[config.mk]
export PLATFORM = sky130hd
export DESIGN_NAME = counter_193_driver
export DESIGN_NICKNAME = d
export VERILOG_FILES = /design/src/rtl/counter_193_driver.sv
export SDC_FILE = /design/constraint.sdc
export NUM_CORES = 1
export LEC_CHECK = 0
export BUFFER_PORTS_ARGS = -buffer_cell sky130_fd_sc_hd__buf_2
export CORE_ASPECT_RATIO = 1.1
export CORE_MARGIN = 2
export CORE_UTILIZATION = 49
export DETAILED_ROUTE_END_ITERATION = 8
export PLACE_DENSITY = 0.75
export SYNTH_ARGS = -nofsm -noshare
export SYNTH_HDL_FRONTEND = slang
export SYNTH_SLANG_ARGS = --single-unit
[constraint.sdc]
create_clock -name clk -period 1.8 [get_ports clk]
set_clock_uncertainty 0.15 [all_clocks]
set_input_delay 0.09 -clock clk [delete_from_list [all_inputs] [get_ports clk]]
set_output_delay 0.09 -clock clk [all_outputs]
set_load 0.02 [all_outputs]
[src/rtl/counter_193_driver.sv]
// rtl/counter_193_driver.sv - valid/ready sequencer producing glitch-free npl/cpu/cpd pulse trains for a 74x193-style counter
//
// Ports:
//   clk, reset            single clock; synchronous active-high reset
//   cmd_valid/cmd_ready   command handshake; ready only in IDLE and never while reset is high
//   cmd_op                00 nop, 01 load, 10 count up, 11 count down
//   cmd_data              parallel-load value (load)
//   cmd_len               number of count pulses (up/down)
//   npl, cpu, cpd         active-low load / count-up / count-down lines, idle high
//   p                     parallel data to the counter, held until the next load
//   ntcu, ntcd            counter terminal-count flags (active low), sampled at the end of each LO phase
//   done                  one-cycle strobe when a command finishes
//   wraps                 saturating count of terminal counts seen during the last command
//   abort                 present only with COUNTER_DRIVER_ABORT_EN: finish the current pulse, drop the rest
//
// Optional feature macro: COUNTER_DRIVER_ABORT_EN

module counter_193_driver #(
    parameter int WIDTH    = 4,
    parameter int CNTW     = 8,
    parameter int PULSE_LO = 1,
    parameter int PULSE_HI = 1
) (
    input  logic             clk,
    input  logic             reset,
    input  logic             cmd_valid,
    output logic             cmd_ready,
    input  logic [1:0]       cmd_op,
    input  logic [WIDTH-1:0] cmd_data,
    input  logic [CNTW-1:0]  cmd_len,
    output logic             npl,
    output logic             cpu,
    output logic             cpd,
    output logic [WIDTH-1:0] p,
    input  logic             ntcu,
    input  logic             ntcd,
`ifdef COUNTER_DRIVER_ABORT_EN
    input  logic             abort,
`endif
    output logic             done,
    output logic [CNTW-1:0]  wraps
);

    localparam logic [1:0] OP_NOP  = 2'b00;
    localparam logic [1:0] OP_LOAD = 2'b01;
    localparam logic [1:0] OP_UP   = 2'b10;
    localparam logic [1:0] OP_DOWN = 2'b11;

    // Phase counter counts down from (phase length - 1) to 0; sized for the longer phase.
    localparam int PMAX = (PULSE_LO > PULSE_HI) ? PULSE_LO : PULSE_HI;
    localparam int PW   = (PMAX > 1) ? $clog2(PMAX) : 1;
    localparam logic [PW-1:0] LO_LAST = PW'(PULSE_LO - 1);
    localparam logic [PW-1:0] HI_LAST = PW'(PULSE_HI - 1);

    typedef enum logic [1:0] {IDLE, LO, HI, DONE} state_t;

    state_t          state;
    logic [1:0]      op_q;
    logic [CNTW-1:0] remaining;
    logic [PW-1:0]   phase;
    logic            abort_req;
    logic            abort_now;

`ifdef COUNTER_DRIVER_ABORT_EN
    assign abort_now = abort;
`else
    assign abort_now = 1'b0;
`endif

    assign cmd_ready = (state == IDLE) && !reset;

    // {npl, cpu, cpd} with exactly the line belonging to op pulled low.
    function automatic logic [2:0] lines_for(input logic [1:0] op);
        case (op)
            OP_LOAD: lines_for = 3'b011;
            OP_UP:   lines_for = 3'b101;
            OP_DOWN: lines_for = 3'b110;
            default: lines_for = 3'b111;
        endcase
    endfunction

    always_ff @(posedge clk) begin
        if (reset) begin
            state     <= IDLE;
            npl       <= 1'b1;
            cpu       <= 1'b1;
            cpd       <= 1'b1;
            p         <= '0;
            done      <= 1'b0;
            wraps     <= '0;
            op_q      <= OP_NOP;
            remaining <= '0;
            phase     <= '0;
            abort_req <= 1'b0;
        end else begin
            done <= 1'b0;
            // An abort is remembered so the pulse in flight still completes both phases.
            if ((state == LO || state == HI) && abort_now) begin
                abort_req <= 1'b1;
            end
            case (state)
                IDLE: begin
                    if (cmd_valid) begin
                        op_q      <= cmd_op;
                        wraps     <= '0;
                        abort_req <= 1'b0;
                        phase     <= LO_LAST;
                        case (cmd_op)
                            OP_LOAD: begin
                                p               <= cmd_data;
                                remaining       <= CNTW'(1);
                                {npl, cpu, cpd} <= lines_for(OP_LOAD);
                                state           <= LO;
                            end
                            OP_UP, OP_DOWN: begin
                                if (cmd_len == '0) begin
                                    done  <= 1'b1;
                                    state <= DONE;
                                end else begin
                                    remaining       <= cmd_len;
                                    {npl, cpu, cpd} <= lines_for(cmd_op);
                                    state           <= LO;
                                end
                            end
                            default: begin
                                done  <= 1'b1;
                                state <= DONE;
                            end
                        endcase
                    end
                end
                LO: begin
                    if (phase == '0) begin
                        // This edge ends the LO phase: the counter's terminal flag is valid now.
                        if (((op_q == OP_UP) && !ntcu) || ((op_q == OP_DOWN) && !ntcd)) begin
                            if (wraps != '1) begin
                                wraps <= wraps + CNTW'(1);
                            end
                        end
                        {npl, cpu, cpd} <= 3'b111;
                        remaining       <= remaining - CNTW'(1);
                        phase           <= HI_LAST;
                        state           <= HI;
                    end else begin
                        phase <= phase - PW'(1);
                    end
                end
                HI: begin
                    if (phase == '0) begin
                        if (remaining == '0 || abort_req || abort_now) begin
                            done  <= 1'b1;
                            state <= DONE;
                        end else begin
                            {npl, cpu, cpd} <= lines_for(op_q);
                            phase           <= LO_LAST;
                            state           <= LO;
                        end
                    end else begin
                        phase <= phase - PW'(1);
                    end
                end
                default: begin
                    state <= IDLE;
                end
            endcase
        end
    end

endmodule

==> flow_summary.toml <==
[critical_path]
worstRegToRegCells = 6
setup.worst_path.class = "flip-flop to flip-flop"
end_kind = "flip-flop"
r2r-start = "remaining[0]"
critical_path_peak_fanout = 3
reg_to_reg_critical_path_endpoint = "cpd"
setup.worst_path.start_class = "flip-flop"
timing.critical_path.arrival_ns = 1.93
timing.critical_path.required_ns = 1.87
reg2reg_slack_ns = -0.06

[cts]
clk_latency_ns = 0.28
clock_tree_from_tritoncts = "yes"
root_buffer = "sky130_fd_sc_hd__clkbuf_8"
htree_num_levels = 1
cts_made_buffers = 3
path_clk_slew_ns = 0.10
cts_max_path_buffers = 2
numClockSinks = 28

[logic_synthesis]
ys.flop_type = "sky130_fd_sc_hd__dfxtp_1"
yosys.cell_types.count = 52
postSynthNetCount = 237
synthTopCellsByCount = "28 x sky130_fd_sc_hd__dfxtp_1, 15 x sky130_fd_sc_hd__nor2_1, 14 x sky130_fd_sc_hd__a21oi_1, 14 x sky130_fd_sc_hd__nand3_1, 12 x sky130_fd_sc_hd__a31oi_1"
yosys_warnings = 0
share_of_the_synthesized_area_in_compound_gates_ao_oa_aoi_oai_pct = 24.6
mappedNetlistArea_sq_mm = 0.00179
number_of_standard_cells_after_synthesis = 212
synthesized_area_fraction_occupied_by_and_or_nand_nor_cells_pct = 25.7
xor_xnor_cell_area_share_of_the_yosys_netlist_pct = 0
async_flop_share_pct = 0
yosysTopAreaCellShare_pct = 31.3
ys_top_cells_by_area = "sky130_fd_sc_hd__dfxtp_1 31%, sky130_fd_sc_hd__mux2i_1 5.0%, sky130_fd_sc_hd__a31oi_1 4.2%"
share_of_synthesized_area_spent_on_multiplexers_pct = 7.06
synth_fa_ha_area_share_pct = 4.19
number_of_enable_flip_flop_cells_after_synthesis = 0
synthesis.area_per_instance_sq_um = 8.45
synth-seq-area-share_pct = 31.3
ys_ff_latch = 28
yosys.area.top_type = "sky130_fd_sc_hd__dfxtp_1"
synth_most_common_cell = "sky130_fd_sc_hd__dfxtp_1"
combinational_family_with_the_most_area_after_synthesis = "simple AND/OR/NAND/NOR gates"

[timing]
grt_setup_unrepaired = "yes"
finalSetupViolations = 3
hold_viol_final = 0
fin_hold_ws_ns = 0.0326
timing.max_slew.rel_slack_pct = 76.1
layout_min_cycle_time_ns = 1.86
fmax_ghz = 0.538
period_share_pct = 103
layout_setup_ws_ns = -0.0592
final-max-slew-violation-count = 0
setup_tns_ns = -0.171
worst_slew_pin_slew_ns = 0.355

[outcome]
violations = "setup timing"
run_status = "complete, but fails checks"

[layout]
antenna-diode-count = 0
area_growth_syn_to_layout_pct = 35.2
final.fill_count = 329
seqCellArea_sq_um = 572
multi_input_area_sq_mm = 0.00118
num-nets-final = 305
share_of_post_route_cells_with_drive_strength_above_1_pct = 39.4
finish.utilization_pct = 67.8

[floorplanning]
ioPinCount = 36
area_enclosed_by_the_die_boundary_sq_mm = 0.00415
initial_core_utilization_pct = 50.2
die-height_um = 67.4
dieWidth_um = 61.6
core-area_sq_mm = 0.00357
rows = 23

[routing]
totalWireLength_mm = 4.77
drt_iter0_drc = 98
drt-wirelength-per-cell_um = 14.5
drt_drc_violations_left = 0
antenna_violating_nets_post_route = 0
drt_pre_antenna_iters = 4
via_per_inst = 5.67
route.vias.total = 1866

[worst_hold_path]
hold-path-endpoint = "wraps[5]"
hold_path_startpoint = "reset"
hold_depth = 2
min-delay-path-class = "input pin to flip-flop"

[pwr]
power_per_cell_area_mw_per_mm2 = 953
power.combinational.fraction_pct = 44.9
ir_drop_v = 0.000537
p_sw_share_pct = 34.3
p_int_mw = 1.51
p_leak_nw = 1.02
clkPwrFrac_pct = 21.9
total_switching_power_mw = 0.792
share_seq_of_total_power_pct = 33.2

[global_route]
number_of_antenna_violations_at_the_first_check_in_global_routing = 0
grt_overflow_total = 0
grt_first_pass_wirelength_mm = 7.69
global_route.usage.total_pct = 24.6
grt_max_degree = 19
first_global_vias = 1661

[place]
dp_hpwl_mm = 3.47
gp_routability_congestion = 0.866
portBuffers = 35

[run]
max_cap_violations = 0
-- state kept, by name, indices dropped and copies added (netlist names) --
signal     cells
wraps          8
p              4
done           1
cpd            1
remaining      8
op_q           2
npl            1
cpu            1
state          2
-- cell families (layout without fill, tap and decap cells) --
kind of cell,Yosys count,count (layout)
flip-flops,28,28
adder cells (fa/ha/maj),6,6
buffers and inverters,21,88
multiplexers,12,12
AND/OR/NAND/NOR,80,80
AO/OA/AOI/OAI,65,65
-- worst max-delay path by stage --
stage / startpoint / slack, ns / to
after global placement: remaining[1] / -0.03 / cpd
final: remaining[0] / -0.06 / cpd
after global routing: remaining[0] / -0.17 / npl
after floorplan: state[0] / -0.06 / wraps[5]
after CTS: remaining[0] / -0.07 / cpu
after detailed placement: remaining[0] / -0.06 / cpd
-- metal layers --
metal	GRT usage [%]	share of wire (%)	vias up	wire length (um)
li1	-	-	939	-
met1	32.4	44	878	2090
met2	42.4	51	42	2450
met3	2.30	3.2	7	153
met4	6.91	1.4	0	65
met5	0	0	-	0
-- timing repair --
action / in CTS / in global routing
cloned: 0 / 0
hold endpoints to repair: 6 / 0
pin swaps: 4 / 1
hold buffers: 6 / 0
setup endpoints to repair: 8 / 22
setup buffers: 0 / 3
resized for setup: 3 / 22
-- cells in the final DEF, fill, tap and decap left out, types with 4 or more instances in the layout --
cell type,n
sky130_fd_sc_hd__dlygate4sd3_1,6
sky130_fd_sc_hd__inv_1,4
sky130_fd_sc_hd__a21oi_1,12
sky130_fd_sc_hd__a211oi_1,6
sky130_fd_sc_hd__nand4_1,7
sky130_fd_sc_hd__buf_4,33
sky130_fd_sc_hd__nand2_1,11
sky130_fd_sc_hd__inv_2,4
sky130_fd_sc_hd__a31oi_1,12
sky130_fd_sc_hd__dfxtp_1,21
sky130_fd_sc_hd__o21ai_0,7
sky130_fd_sc_hd__buf_2,35
sky130_fd_sc_hd__dfxtp_2,6
sky130_fd_sc_hd__nor3_1,4
sky130_fd_sc_hd__nor2_1,15
sky130_fd_sc_hd__nor2b_1,4
sky130_fd_sc_hd__nand3_1,14
sky130_fd_sc_hd__mux2i_1,8
-- power by group through the flow --
stage               Sequential (mW)  Combinational, mW  Clock, mW
finish                        0.765               1.04      0.504
global placement              0.764              0.913          0
floorplan                     0.796              0.604          0
global route                  0.777               1.13      0.543
CTS                           0.753              0.948      0.511
detailed placement            0.765              0.931          0
-- area by class of cell --
type	instances	share of cell area [%]
clock buffers	3	1.71
clock inverters	1	1.24
inverters	9	1.50
multi-input cells	163	48.9
flip-flops and latches	28	23.6
well taps	50	2.58
repair buffers	75	20.4
-- stage by stage --
step / std cells / area (sq um) / power, mW / setup WS (ns)
floorplan: 212 / 1810 / 1.40 / -0.0551
global placement: 316 / 2190 / 1.68 / -0.0328
detailed placement: 316 / 2190 / 1.70 / -0.0607
CTS: 326 / 2320 / 2.21 / -0.0675
global route: 329 / 2420 / 2.45 / -0.172
finish: 329 / 2420 / 2.31 / -0.0592
-- critical path, cell delays in order, from the launching register on --
cell,delay (ns)
sky130_fd_sc_hd__dfxtp_2,0.34
sky130_fd_sc_hd__inv_2,0.07
sky130_fd_sc_hd__ha_4,0.13
sky130_fd_sc_hd__or3b_4,0.37
sky130_fd_sc_hd__or4_4,0.45
sky130_fd_sc_hd__nand4_4,0.11
sky130_fd_sc_hd__mux2i_1,0.18
Power figures use the tool's default switching activity.
